==> src/rtl/dadda_mac_pipe_if.sv <==
// Operand/result handshake bundle for dadda_mac_pipe.
// Latency: none, wires only.
// Backpressure: in_valid/in_ready on the operand side, out_valid/out_ready on the result side.
//
// Signals:
//   in_valid, in_ready   operand handshake
//   a, b                 WIDTH-bit multiplicand / multiplier
//   m                    2*WIDTH-bit external addend
//   acc_en, acc_clr      accumulator addend select / clear
//   out_valid, out_ready result handshake
//   res, acc             2*WIDTH+1-bit result and current accumulator
// Modports: slave = the datapath, master = the operand source / result consumer.
interface dadda_mac_pipe_if #(
    parameter int WIDTH = 8
);
    logic                 in_valid;
    logic                 in_ready;
    logic [WIDTH-1:0]     a;
    logic [WIDTH-1:0]     b;
    logic [2*WIDTH-1:0]   m;
    logic                 acc_en;
    logic                 acc_clr;
    logic                 out_valid;
    logic                 out_ready;
    logic [2*WIDTH:0]     res;
    logic [2*WIDTH:0]     acc;

    modport slave (
        input  in_valid, a, b, m, acc_en, acc_clr, out_ready,
        output in_ready, out_valid, res, acc
    );

    modport master (
        output in_valid, a, b, m, acc_en, acc_clr, out_ready,
        input  in_ready, out_valid, res, acc
    );
endinterface

==> src/rtl/dadda_mac_pipe.sv <==
// Pipelined multiply-add: res = a*b + addend (m, running accumulator, or 0), mod 2^(2*WIDTH+1).
// Latency: STAGES cycles from acceptance to out_valid, one op per cycle when not stalled.
// Backpressure: global stall; every stage holds while out_valid && !out_ready, in_ready = advance.
//
// Ports:
//   clk    rising-edge clock
//   rst_n  asynchronous active-low reset; clears stage valids, res and acc
//   bus    dadda_mac_pipe_if.slave (operand/result handshake, res, acc)
// Build option: define DADDA_MAC_SIGNED_EN for two's complement a, b, m (m sign-extended);
// default build is fully unsigned with m zero-extended.
//
// Structure: stage 0 (combinational) builds the partial-product rows and compresses them
// with layers of 3:2 counters down to a carry-save sum/carry pair. Stages 1..STAGES-1 carry
// that pair forward; the final carry-propagate add with the selected addend happens on load
// of the output register (stage STAGES). With STAGES=1 everything lands in the one register.
module dadda_mac_pipe #(
    parameter int WIDTH  = 8,
    parameter int STAGES = 3
) (
    input  logic             clk,
    input  logic             rst_n,
    dadda_mac_pipe_if.slave  bus
);
    localparam int RW = 2*WIDTH + 1;
`ifdef DADDA_MAC_SIGNED_EN
    // Extra row carries the +1 of the negated sign row (Baugh-Wooley style two's complement).
    localparam int NR = WIDTH + 1;
`else
    localparam int NR = WIDTH;
`endif
    localparam int IW = $clog2(NR);

    typedef struct packed {
        logic          vld;
        logic          acc_en;
        logic          acc_clr;
        logic [RW-1:0] m_ext;
        logic [RW-1:0] sum;
        logic [RW-1:0] car;
    } stage_t;

    logic          advance;
    logic          out_xfer;
    logic          out_vld_q;
    logic          out_acc_q;
    logic [RW-1:0] res_q;
    logic [RW-1:0] acc_q;
    logic [RW-1:0] acc_src;
    logic [RW-1:0] addend;
    logic [RW-1:0] res_d;
    logic [RW-1:0] a_ext;
    logic [RW-1:0] pp [NR];
    stage_t        s0;
    stage_t        fin_in;

    assign advance  = !out_vld_q || bus.out_ready;
    assign out_xfer = out_vld_q && bus.out_ready;

    // ------------------------------------------------------------------
    // Partial products
    // ------------------------------------------------------------------
`ifdef DADDA_MAC_SIGNED_EN
    assign a_ext = {{(RW-WIDTH){bus.a[WIDTH-1]}}, bus.a};

    // b's MSB has weight -2^(WIDTH-1): that row is negated as ~row + 1, the +1 in its own row.
    always_comb begin : pp_gen
        for (int r = 0; r < NR; r++) pp[r] = '0;
        for (int i = 0; i < WIDTH-1; i++) begin
            pp[i] = bus.b[i] ? (a_ext << i) : '0;
        end
        pp[WIDTH-1] = bus.b[WIDTH-1] ? ~(a_ext << (WIDTH-1)) : '0;
        pp[WIDTH]   = RW'(bus.b[WIDTH-1]);
    end
`else
    assign a_ext = {{(RW-WIDTH){1'b0}}, bus.a};

    always_comb begin : pp_gen
        for (int r = 0; r < NR; r++) pp[r] = '0;
        for (int i = 0; i < WIDTH; i++) begin
            pp[i] = bus.b[i] ? (a_ext << i) : '0;
        end
    end
`endif

    // ------------------------------------------------------------------
    // Reduction tree: each layer groups rows in threes and replaces each
    // group by a 3:2 counter output (sum row, carry row shifted left);
    // leftover rows pass through. Layers repeat until two rows remain.
    // Bits carried beyond RW are dropped, which is the mod 2^RW wrap.
    // ------------------------------------------------------------------
    always_comb begin : csa_tree
        logic [RW-1:0] cur [NR];
        logic [RW-1:0] nxt [NR];
        int            n;
        int            m;

        for (int r = 0; r < NR; r++) begin
            cur[r] = pp[r];
            nxt[r] = '0;
        end
        n = NR;
        m = 0;

        for (int lvl = 0; lvl < NR; lvl++) begin
            if (n > 2) begin
                for (int r = 0; r < NR; r++) nxt[r] = '0;
                m = 0;
                for (int g = 0; g < NR/3; g++) begin
                    if (g < n/3) begin
                        nxt[IW'(m)]   = cur[3*g] ^ cur[3*g+1] ^ cur[3*g+2];
                        nxt[IW'(m+1)] = ((cur[3*g]   & cur[3*g+1]) |
                                         (cur[3*g]   & cur[3*g+2]) |
                                         (cur[3*g+1] & cur[3*g+2])) << 1;
                        m = m + 2;
                    end
                end
                for (int r = 0; r < NR; r++) begin
                    if (r >= 3*(n/3) && r < n) begin
                        nxt[IW'(m)] = cur[r];
                        m = m + 1;
                    end
                end
                for (int r = 0; r < NR; r++) cur[r] = nxt[r];
                n = m;
            end
        end

        s0         = '0;
        s0.vld     = bus.in_valid;
        s0.acc_en  = bus.acc_en;
        s0.acc_clr = bus.acc_clr;
`ifdef DADDA_MAC_SIGNED_EN
        s0.m_ext   = {bus.m[2*WIDTH-1], bus.m};
`else
        s0.m_ext   = {1'b0, bus.m};
`endif
        s0.sum     = cur[0];
        s0.car     = cur[1];
    end

    // ------------------------------------------------------------------
    // Carry-save pipeline stages 1..STAGES-1 (global stall on !advance)
    // ------------------------------------------------------------------
    generate
        if (STAGES == 1) begin : g_single
            assign fin_in = s0;
        end else begin : g_multi
            stage_t pipe_q [1:STAGES-1];

            always_ff @(posedge clk or negedge rst_n) begin
                if (!rst_n) begin
                    for (int i = 1; i < STAGES; i++) pipe_q[i] <= '0;
                end else if (advance) begin
                    pipe_q[1] <= s0;
                    for (int i = 2; i < STAGES; i++) pipe_q[i] <= pipe_q[i-1];
                end
            end

            assign fin_in = pipe_q[STAGES-1];
        end
    endgenerate

    // ------------------------------------------------------------------
    // Final add into the output register
    // ------------------------------------------------------------------
    // When the op leaving this cycle writes the accumulator, the op loading
    // behind it must see that new value, not the stale acc_q.
    assign acc_src = (out_xfer && out_acc_q) ? res_q : acc_q;

    always_comb begin
        addend = fin_in.m_ext;
        if (fin_in.acc_en) begin
            addend = fin_in.acc_clr ? '0 : acc_src;
        end
    end

    assign res_d = fin_in.sum + fin_in.car + addend;

    always_ff @(posedge clk or negedge rst_n) begin
        if (!rst_n) begin
            out_vld_q <= 1'b0;
            out_acc_q <= 1'b0;
            res_q     <= '0;
            acc_q     <= '0;
        end else begin
            if (advance) begin
                out_vld_q <= fin_in.vld;
                // res only changes when a real op lands, so it holds the last result across bubbles.
                if (fin_in.vld) begin
                    res_q     <= res_d;
                    out_acc_q <= fin_in.acc_en;
                end
            end
            if (out_xfer && out_acc_q) begin
                acc_q <= res_q;
            end
        end
    end

    assign bus.in_ready  = advance;
    assign bus.out_valid = out_vld_q;
    assign bus.res       = res_q;
    assign bus.acc       = acc_q;
endmodule
==> src/flat_wrapper.sv <==
// flat-port wrapper written by rule: the top's interface ports become plain ports
module dadda_mac_pipe_flat 
#(
    parameter int WIDTH  = 8,
    parameter int STAGES = 3
)
  (clk, rst_n, bus_in_valid, bus_a, bus_b, bus_m, bus_acc_en, bus_acc_clr, bus_out_ready, bus_in_ready, bus_out_valid, bus_res, bus_acc);
  dadda_mac_pipe_if #(.WIDTH(WIDTH)) bus_i ();
  input  logic clk;
  input  logic rst_n;
  input wire logic [$bits(bus_i.in_valid)-1:0] bus_in_valid;
  input wire logic [$bits(bus_i.a)-1:0] bus_a;
  input wire logic [$bits(bus_i.b)-1:0] bus_b;
  input wire logic [$bits(bus_i.m)-1:0] bus_m;
  input wire logic [$bits(bus_i.acc_en)-1:0] bus_acc_en;
  input wire logic [$bits(bus_i.acc_clr)-1:0] bus_acc_clr;
  input wire logic [$bits(bus_i.out_ready)-1:0] bus_out_ready;
  output wire logic [$bits(bus_i.in_ready)-1:0] bus_in_ready;
  output wire logic [$bits(bus_i.out_valid)-1:0] bus_out_valid;
  output wire logic [$bits(bus_i.res)-1:0] bus_res;
  output wire logic [$bits(bus_i.acc)-1:0] bus_acc;
  assign bus_i.in_valid = bus_in_valid;
  assign bus_i.a = bus_a;
  assign bus_i.b = bus_b;
  assign bus_i.m = bus_m;
  assign bus_i.acc_en = bus_acc_en;
  assign bus_i.acc_clr = bus_acc_clr;
  assign bus_i.out_ready = bus_out_ready;
  assign bus_in_ready = bus_i.in_ready;
  assign bus_out_valid = bus_i.out_valid;
  assign bus_res = bus_i.res;
  assign bus_acc = bus_i.acc;
  dadda_mac_pipe #(.WIDTH(WIDTH), .STAGES(STAGES)) u_core (.clk(clk), .rst_n(rst_n), .bus(bus_i));
endmodule
==> config.mk <==
export PLATFORM = sky130hd
export DESIGN_NAME = dadda_mac_pipe_flat
export DESIGN_NICKNAME = d
export VERILOG_FILES = /design/src/rtl/dadda_mac_pipe_if.sv /design/src/rtl/dadda_mac_pipe.sv /design/src/flat_wrapper.sv
export SDC_FILE = /design/constraint.sdc
export NUM_CORES = 1
export LEC_CHECK = 0
export ABC_CLOCK_PERIOD_IN_PS = 7200
export BUFFER_PORTS_ARGS = -buffer_cell sky130_fd_sc_hd__buf_2
export CAP_MARGIN = 20
export CORE_MARGIN = 2
export CORE_UTILIZATION = 50
export DETAILED_ROUTE_END_ITERATION = 10
export GPL_ROUTABILITY_DRIVEN = 1
export GPL_TIMING_DRIVEN = 0
export PLACE_DENSITY = 0.73
export SETUP_SLACK_MARGIN = 0.05
export SYNTH_ARGS = -nofsm -noshare
export SYNTH_HDL_FRONTEND = slang
export SYNTH_SLANG_ARGS = --single-unit
==> constraint.sdc <==
create_clock -name clk -period 7.2 [get_ports clk]
set_input_delay 0.36 -clock clk [delete_from_list [all_inputs] [get_ports clk]]
set_output_delay 0.36 -clock clk [all_outputs]
set_load 0.01 [all_outputs]
---- Word level (Yosys, flattened, before mapping) ----
Cells that the tools add are included.
storage, ports and cells
  input bits .............................. 38
  flip-flop bits (word level) ............. 140
  word-level logic and storage cells ...... 62
  output and inout bits ................... 36
operators by class
  bitwise gates (word level) .............. 30
  add/subtract/negate cells ............... 2
  muxes and demuxes ....................... 9
  reductions and logical operators ........ 5
operators by type and width
  cell                 count
  $and A16 B16 Y16     13
  $or A16 B16 Y16      8
  $xor A17 B17 Y17     7
  $mux W17             3
  $add A17 B17 Y17     2
  $xor A17 B10 Y17     1
  $xor A17 B13 Y17     1
  $mux W13             1
  $mux W12             1
  $mux W11             1
  $mux W10             1
  $mux W9              1
  $mux W8              1
  $logic_and A1 B1 Y1  2
  $reduce_and A2 Y1    1
  $logic_not A1 Y1     1
  $logic_or A1 B1 Y1   1

---- Longest topological paths before layout ----
Gate-level depths: netlist of run 1.
  word-level depth ........................ 11
  gate-level depth with buffers ........... 14
  depth with buffers taken out ............ 13

---- Least setup slack after synthesis of run 1 ----
OpenSTA, ideal clock, no wires.
  path kind ............................... flip-flop to flip-flop
  from .................................... register u_core.out_vld_q (netlist: u_core.bus.out_valid)
  to ...................................... register u_core.res_q[15] (netlist: u_core.bus.res[15])
  cell stages (with the launch flop) ...... 14
  data required time ...................... 7.078 ns
  clock period less this slack ............ 3.247 ns
  data arrival time ....................... 3.125 ns
  setup slack ............................. 3.953 ns
  setup time .............................. 0.122 ns
  buffers on the path ..................... 1
  cells stage by stage .................... dfrtp_1 > nand3_2 > buf_2 > mux2_1 > nand2_1 > mux2i_1 > fa_1 > ha_1 > and3_1 > a221oi_2 > a311oi_2 > a31oi_2 > xnor2_1 > o21ai_1
between the ends
  word-level cells in the longest chain between the ends .. 6
  elaborated cells between the ends (all ways) .. 9
  those cells by class .................... add/sub: 1; mux: 3; reduce/logical: 5
ends and longest elaborated chain
  item                         RTL line               text
  start: declaration           dadda_mac_pipe.sv:44   logic out_vld_q;
  start signal: assignment     dadda_mac_pipe.sv:187  out_vld_q <= fin_in.vld;
  $logic_and A1 B1 Y1          dadda_mac_pipe.sv:57   assign out_xfer = out_vld_q && bus.out_ready;
  $logic_and A1 B1 Y1          dadda_mac_pipe.sv:168  assign acc_src = (out_xfer && out_acc_q) ? res_q : acc_q;
  $mux W17                     dadda_mac_pipe.sv:168
  named net u_core.acc_src[6]  dadda_mac_pipe.sv:48   logic [RW-1:0] acc_src;
  $mux W17                     dadda_mac_pipe.sv:173  addend = fin_in.acc_clr ? '0 : acc_src;
  $mux W17                     dadda_mac_pipe.sv:172  if (fin_in.acc_en) begin
  $add A17 B17 Y17             dadda_mac_pipe.sv:177  assign res_d = fin_in.sum + fin_in.car + addend;
  end signal: assignment       dadda_mac_pipe.sv:190  res_q <= res_d;
  end: declaration             dadda_mac_pipe.sv:46   logic [RW-1:0] res_q;
The timed path passes the listed nets, and every way through them passes these cells.
A chain may end at the register's enable or synchronous reset.

---- Final worst setup path of run 1 ----
  from .................................... register u_core.g_multi.pipe_q (netlist bit u_core.fin_in[52])
  to ...................................... register u_core.res_q[13] (netlist: u_core.bus.res[13])
between the ends
  word-level cells in the longest chain between the ends .. 2
ends and longest elaborated chain
  item                RTL line               text
  start: declaration  dadda_mac_pipe.sv:148  stage_t pipe_q [1:STAGES-1];
  $mux W17            dadda_mac_pipe.sv:172
  $add A17 B17 Y17    dadda_mac_pipe.sv:177
Every way passes these cells.

==> results of run 1 <==
==> cell usage after synthesis (all sizes together), types with 5 or more instances <==
library cell,instances
and2,47
mux2i,17
inv,46
ha,37
xor2,5
clkbuf,19
o21ai,34
a21o,6
dfrtp,120
nor2,5
fa,35
a21oi,11
nand2,252
mux2,19
nand3,5
buf,8
==> worst max-delay path: cells and delay by family, from the launching register on <==
family	cells	cell delay [ns]
compound gates	5	1.10
fa+ha+maj	3	0.92
buf+inv	2	0.88
flops	1	0.31
xor+xnor	1	0.19
mux	1	0.17
==> metal layers <==
layer	GRT usage	up-vias
li1	-	2444
met5	0	-
met2	0.368	120
met3	0.0387	23
met4	0.0836	0
met1	0.272	2398
==> cell families after synthesis <==
| family | after synthesis | synth area share |
|---|---|---|
| adders and majority gates | 72 | 0.171 |
| DFF | 120 | 0.441 |
| xor gates and xnor gates | 9 | 0.0116 |
| and+or+nand+nor | 325 | 0.206 |
| AOI/OAI and AO/OA | 69 | 0.0691 |
| muxes | 36 | 0.0564 |
| buffers and inverters | 74 | 0.0452 |
==> flip-flops by register name, summed over array words and instances (netlist names) <==
register,count
u_core.bus.acc,17
u_core.bus.out_valid,1
u_core.g_multi.pipe_q,42
u_core.fin_in,42
u_core.bus.res,17
u_core.out_acc_q,1
==> worst paths after layout <==
path / start / to / slack [ns] / cells past startpoint
max in group asynchronous: rst_n / u_core.g_multi.pipe_q[74] / 6.45 / 2
worst min-delay path: rst_n / u_core.bus.res[14] / -0.009 / 1
worst max register to register: u_core.fin_in[52] / u_core.bus.res[13] / 3.51 / 12
worst max-delay path: u_core.fin_in[52] / u_core.bus.res[13] / 3.51 / 12
worst min register to register: u_core.g_multi.pipe_q[84] / u_core.g_multi.pipe_q[84] / 0.47 / 2
min in group clk: bus_in_valid / u_core.g_multi.pipe_q[107] / 0.14 / 3
==> power by group through the flow <==
| stage | combinational [uW] | sequential, uW | clock (uW) |
|---|---|---|---|
| floorplan | 1080 | 1060 | 0 |
| global placement | 1490 | 1050 | 0 |
| detailed placement | 1520 | 1060 | 0 |
| CTS | 1540 | 1050 | 991 |
| global route | 1740 | 1080 | 1020 |
| finish | 1540 | 1050 | 981 |
==> per-stage QoR <==
stage,area [um2],total power (uW),hold slack [ns],instances,utilization
final,8110,3570,-0.00867,985,0.610
after detailed placement,7420,2580,0.442,953,0.558
after global routing,8110,3830,0.0373,985,0.610
after global placement,7390,2540,0.452,952,0.556
after floorplan,6810,2150,0.0644,705,-
after CTS,8110,3580,0.00543,985,0.610
==> cell type report <==
cell class                 count  area, um2  share of cell area
tap                          176        220              0.0271
multi-input combinational    511       3500               0.431
sequential                   120       3000               0.370
timing repair buffer          72        385              0.0475
inverter                      47        178              0.0219
clock buffer                  21        480              0.0592
clock inverter                11        215              0.0265
buffer                        27        130              0.0160
==> flow_metrics.tcl, run 1 <==
set metrics [dict create \
    outcome "complete, but fails checks" \
    failed_checks "negative hold slack" \
    routedWlPerCell_um 14.6 \
    path_class "flop to flop" \
    pwr-share-seq 0.294 \
    numCtsBuffers 17 \
    cp_slowest_cell "clkbuf_1" \
    critical_path.max_stage_delay_ns 0.63 \
    design.core.area_mm2 0.0133 \
    dieArea_mm2 0.0146 \
    ys_seq_area_frac 0.441 \
    cp.required_ns 7.50 \
    netlist_area_mm2 0.00681 \
    insertion_delay_ns 0.42 \
    wl_met1_um 6330 \
    synth_edf_count 0 \
    final_common_cell "nand2_1" \
    cts_sinks 120 \
    drt-pass1-iter-count 6 \
    post-route-period-util 0.513 \
    dp_hpwl_um 11300 \
    hp-class "input port to asynchronous set/reset pin" \
    layout_common_cells "nand2_1, dfrtp_1, buf_2, and2_1, inv_1" \
    drt_iter0_markers 278 \
    drc_errors 0 \
    die_w_um 121 \
    clk_path_buf_depth 2 \
    port_buffers 71 \
    fmax_ghz 0.271 \
    p_sw_frac 0.378 \
    antenna_left 0 \
    grt_max_degree 70 \
    htree_levels 4 \
    finalSetupViolations 0 \
    grt_pass1_wl_um 24500 \
    cts_resized 0 \
    tightest_slew_ns 0.774 \
    syn_to_final_growth_pct 19.1 \
    syn_nets 815 \
    nets 906 \
    ys.flop_type "dfrtp_1" \
    num_rows 42 \
    critPathMostFrequentCell "ha_1" \
    yosys_warnings 0 \
    p_int_uw 2220 \
    crit_chain "buf_2 > clkbuf_1 > mux2i_1 > ha_1 > ha_1 > fa_1 > a21o_1 > a221oi_2 > a311oi_2 > a21boi_1 > xor2_1 > o21ai_1" \
    crit_path_end_kind "flop" \
    initial_core_util 0.512 \
    nFillCells 1104 \
    cap_violations 0 \
    arrival_ns 4.00 \
    route.met3.wl_um 678 \
    fin_hold_ws_ns -0.00867 \
    clkTransAtPathRegs_ns 0.06 \
    clkPwrFrac 0.275 \
    die_y_um 121 \
    place_congestion 0.863 \
    grt_pass1_vias 5151 \
    clockRootBuffer "clkbuf_16" \
    fin_tns_setup_ns 0 \
    period_needed_ns 3.69 \
    via_count 4985 \
    post-cts-setup-buffers 0 \
    synth_top_area_cell "dfrtp_1" \
    routed.top_layer "met4" \
    async_flop_share 1.00 \
    setup_slack_ns 3.51 \
    ys_types 50 \
    p_switching_uw 1350 \
    ys_ff_latch 120 \
    cts_tree "built" \
    ir_worst_vdd_uv 251 \
    synthCells 705 \
    clock_skew_ns 0.00634 \
    grt_setup_unrepaired "no" \
    via_per_inst 5.06 \
    slew_headroom 0.484 \
    slew_viol_final 0 \
    hold_buffers 0 \
    antenna_found_initial 0 \
    synth_area_leaders "dfrtp_1, nand2_1, fa_1" \
    synth_area_per_cell_um2 9.66 \
    wl_met2_um 7080 \
    drive_gt1_frac 0.161 \
    power.leakage_uw 0.00428 \
    cp-start-kind "flop" \
    place_ws_ns 3.45 \
    pin_count 74 \
    wl_um 14400 \
    p_comb_frac 0.430 \
    antenna_cells 0 \
    yosysTopAreaCellShare 0.441 \
    cellPowerDensity_mw_per_mm2 440 \
    grt-ovfl-total 0 \
    grtUsageTotal 0.215 \
    cp_max_fo 10 \
    hold_viol 26 \
]
No activity file was read; power rests on OpenSTA's default activity.
==> run 2, diff against run 1 <==
Settings changed: ABC_CLOCK_PERIOD_IN_PS 7200 to 3500.
Clock period 7.2 ns to 3.5 ns, I/O delays scaled along.
==> run 2 against run 1 <==
  * The flow now finishes without violations
  * Design area is 5.1% higher
  * Clock skew up 0.00083 ns
  * Clock power grew 110%
  * Combinational power rose by 130%
  * Routed wire length up 3.8%
  * Core utilization up 3.1 points
  * Global-route usage increased by 0.38 points
  * First-iteration DRC count increased by 16%
  * Setup slack got worse by 3.3 ns
  * Sequential power grew 110%
  * Clock-buffer cell count did not move
  * Critical endpoint unchanged
  * Largest cell class unchanged
==> flow_metrics.tcl, run 2 (same netlist as run 1, synthesis figures left out) <==
set metrics [dict create \
    outcome "completed" \
    drt_iter0_markers 323 \
    initial_core_util 0.512 \
    nets 934 \
    grtUsageTotal 0.219 \
    worstHoldStart "bus_a[0]" \
    clockRootBuffer "clkbuf_16" \
    regToRegSetupSlack_ns 0.17 \
    ir_worst_vdd_uv 609 \
    grt_setup_unrepaired "yes" \
    worst_r2r_startpoint "u_core.bus.out_valid" \
    antenna_cells 0 \
    design.core.area_mm2 0.0133 \
    setup_slack_ns 0.172 \
    fmax_ghz 0.301 \
    fin_hold_ws_ns 0.0343 \
    layout_common_cells "nand2_1, dfrtp_1, buf_2, and2_1, inv_1" \
    num_rows 42 \
    via_count 5107 \
    worst_r2r_endpoint "u_core.bus.res[13]" \
    clk_path_buf_depth 2 \
    slew_viol_final 0 \
    port_buffers 71 \
    drive_gt1_frac 0.185 \
    grt_max_degree 70 \
    drc_errors 0 \
    dieArea_mm2 0.0146 \
    drt-pass1-iter-count 4 \
    path_class "flop to flop" \
    arrival_ns 3.63 \
    numCtsBuffers 17 \
    antenna_found_initial 0 \
    crit_chain "nand3_4 > buf_8 > mux2_1 > nand2_1 > mux2i_1 > fa_1 > ha_2 > and3_4 > a221oi_4 > a311oi_4 > a21boi_2 > xor2_1 > o21ai_1" \
    hold_viol 0 \
    cts_sinks 120 \
    clkTransAtPathRegs_ns 0.06 \
    tightest_slew_ns 0.670 \
    htree_levels 4 \
    cap_violations 0 \
    finalSetupViolations 0 \
    place_congestion 0.863 \
    antenna_left 0 \
    cp_max_fo 10 \
    insertion_delay_ns 0.42 \
    cp.required_ns 3.80 \
    place_ws_ns -0.222 \
    via_per_inst 5.04 \
    clock_skew_ns 0.00717 \
    syn_to_final_growth_pct 25.2 \
    critical_path.max_stage_delay_ns 0.49 \
    power.leakage_uw 0.00440 \
    cts_tree "built" \
    die_w_um 121 \
    routedWlPerCell_um 14.7 \
    hp-class "input port to flop" \
    placed_area_mm2 0.00742 \
    cellPowerDensity_mw_per_mm2 912 \
    dp_hpwl_um 11300 \
    grt-ovfl-total 0 \
    crit_path_end_kind "flop" \
    worstHoldPathCells 3 \
    cp-start-kind "flop" \
    slew_headroom 0.553 \
    post-route-util 0.641 \
    final_area_mm2 0.00852 \
    rr_worst_depth 13 \
    final_common_cell "nand2_1" \
    cp_slowest_cell "fa_1" \
    die_y_um 121 \
    pin_count 74 \
    post-route-period-util 0.951 \
    period_needed_ns 3.33 \
    wl_um 14900 \
    grt_pass1_wl_um 25000 \
    hold_path_end "u_core.g_multi.pipe_q[71]" \
    grt_pass1_vias 5220 \
]
==> run 2: cell types whose count changed in the layout (fill, tap and decap cells not counted), sizes merged <==
cell | before | now
buf | 80 | 88
dlygate4sd3 | 0 | 20
==> run 2: repair_timing <==
item / 4_1_cts / 5_1_grt
buffers inserted: 2 / 6
endpoints found under the hold margin: 70 / 0
endpoints found under the setup margin: 8 / 7
hold buffers: 20 / 0
gates resized for setup: 8 / 23
pin swaps: 3 / 10
==> run 2: how the worst max path moves through the flow <==
stage | to | start | slack, ns
6_report | u_core.bus.res[13] | u_core.bus.out_valid | 0.17
5_1_grt | u_core.bus.res[16] | u_core.bus.out_valid | -0.002
4_1_cts | u_core.bus.res[13] | u_core.bus.out_valid | 0.05
3_5_place_dp | u_core.bus.res[13] | u_core.fin_in[52] | -0.22
3_3_place_gp | u_core.bus.res[13] | u_core.bus.out_valid | -0.16
2_1_floorplan | u_core.bus.res[15] | u_core.bus.out_valid | 0.25
==> run 2: metal layers <==
metal,global-route usage,up-vias,part of all wire
li1,-,2503,-
met4,0.0836,0,0.023
met3,0.0377,23,0.044
met2,0.371,127,0.49
met5,0,-,0
met1,0.282,2454,0.44
==> run 2: report_power, final <==
part           switching [uW]  total (uW)  internal (uW)
sequential                296        2170           1870
combinational            2070        3590           1530
clock                     607        2020           1410
==> run 2: cell type report <==
cell class	count	area (um2)
Clock buffer	21	480
Clock inverter	11	215
Multi-Input combinational cell	511	3640
Timing Repair Buffer	100	646
Sequential cell	120	3000
Fill cell	1041	4770
Inverter	47	178
Buffer	27	144
Tap cell	176	220
==> run 2: stage by stage <==
step	std cells	setup TNS [ns]	power, uW
3_3_place_gp	952	-0.518	5220
3_5_place_dp	953	-0.865	5320
4_1_cts	1007	0	7450
6_report	1013	0	7780
2_1_floorplan	705	0	4420
5_1_grt	1013	-0.00237	8330
==> run 2: critical path: cells and delay by family, from the launching register on <==
family | cells | cell delay (ns)
AO/OA/AOI/OAI | 4 | 0.79
XOR/XNOR | 1 | 0.18
adder cells (fa/ha/maj) | 2 | 0.80
buffers and inverters | 1 | 0.16
flip-flops | 1 | 0.44
multiplexers | 2 | 0.45
AND/OR/NAND/NOR | 3 | 0.39
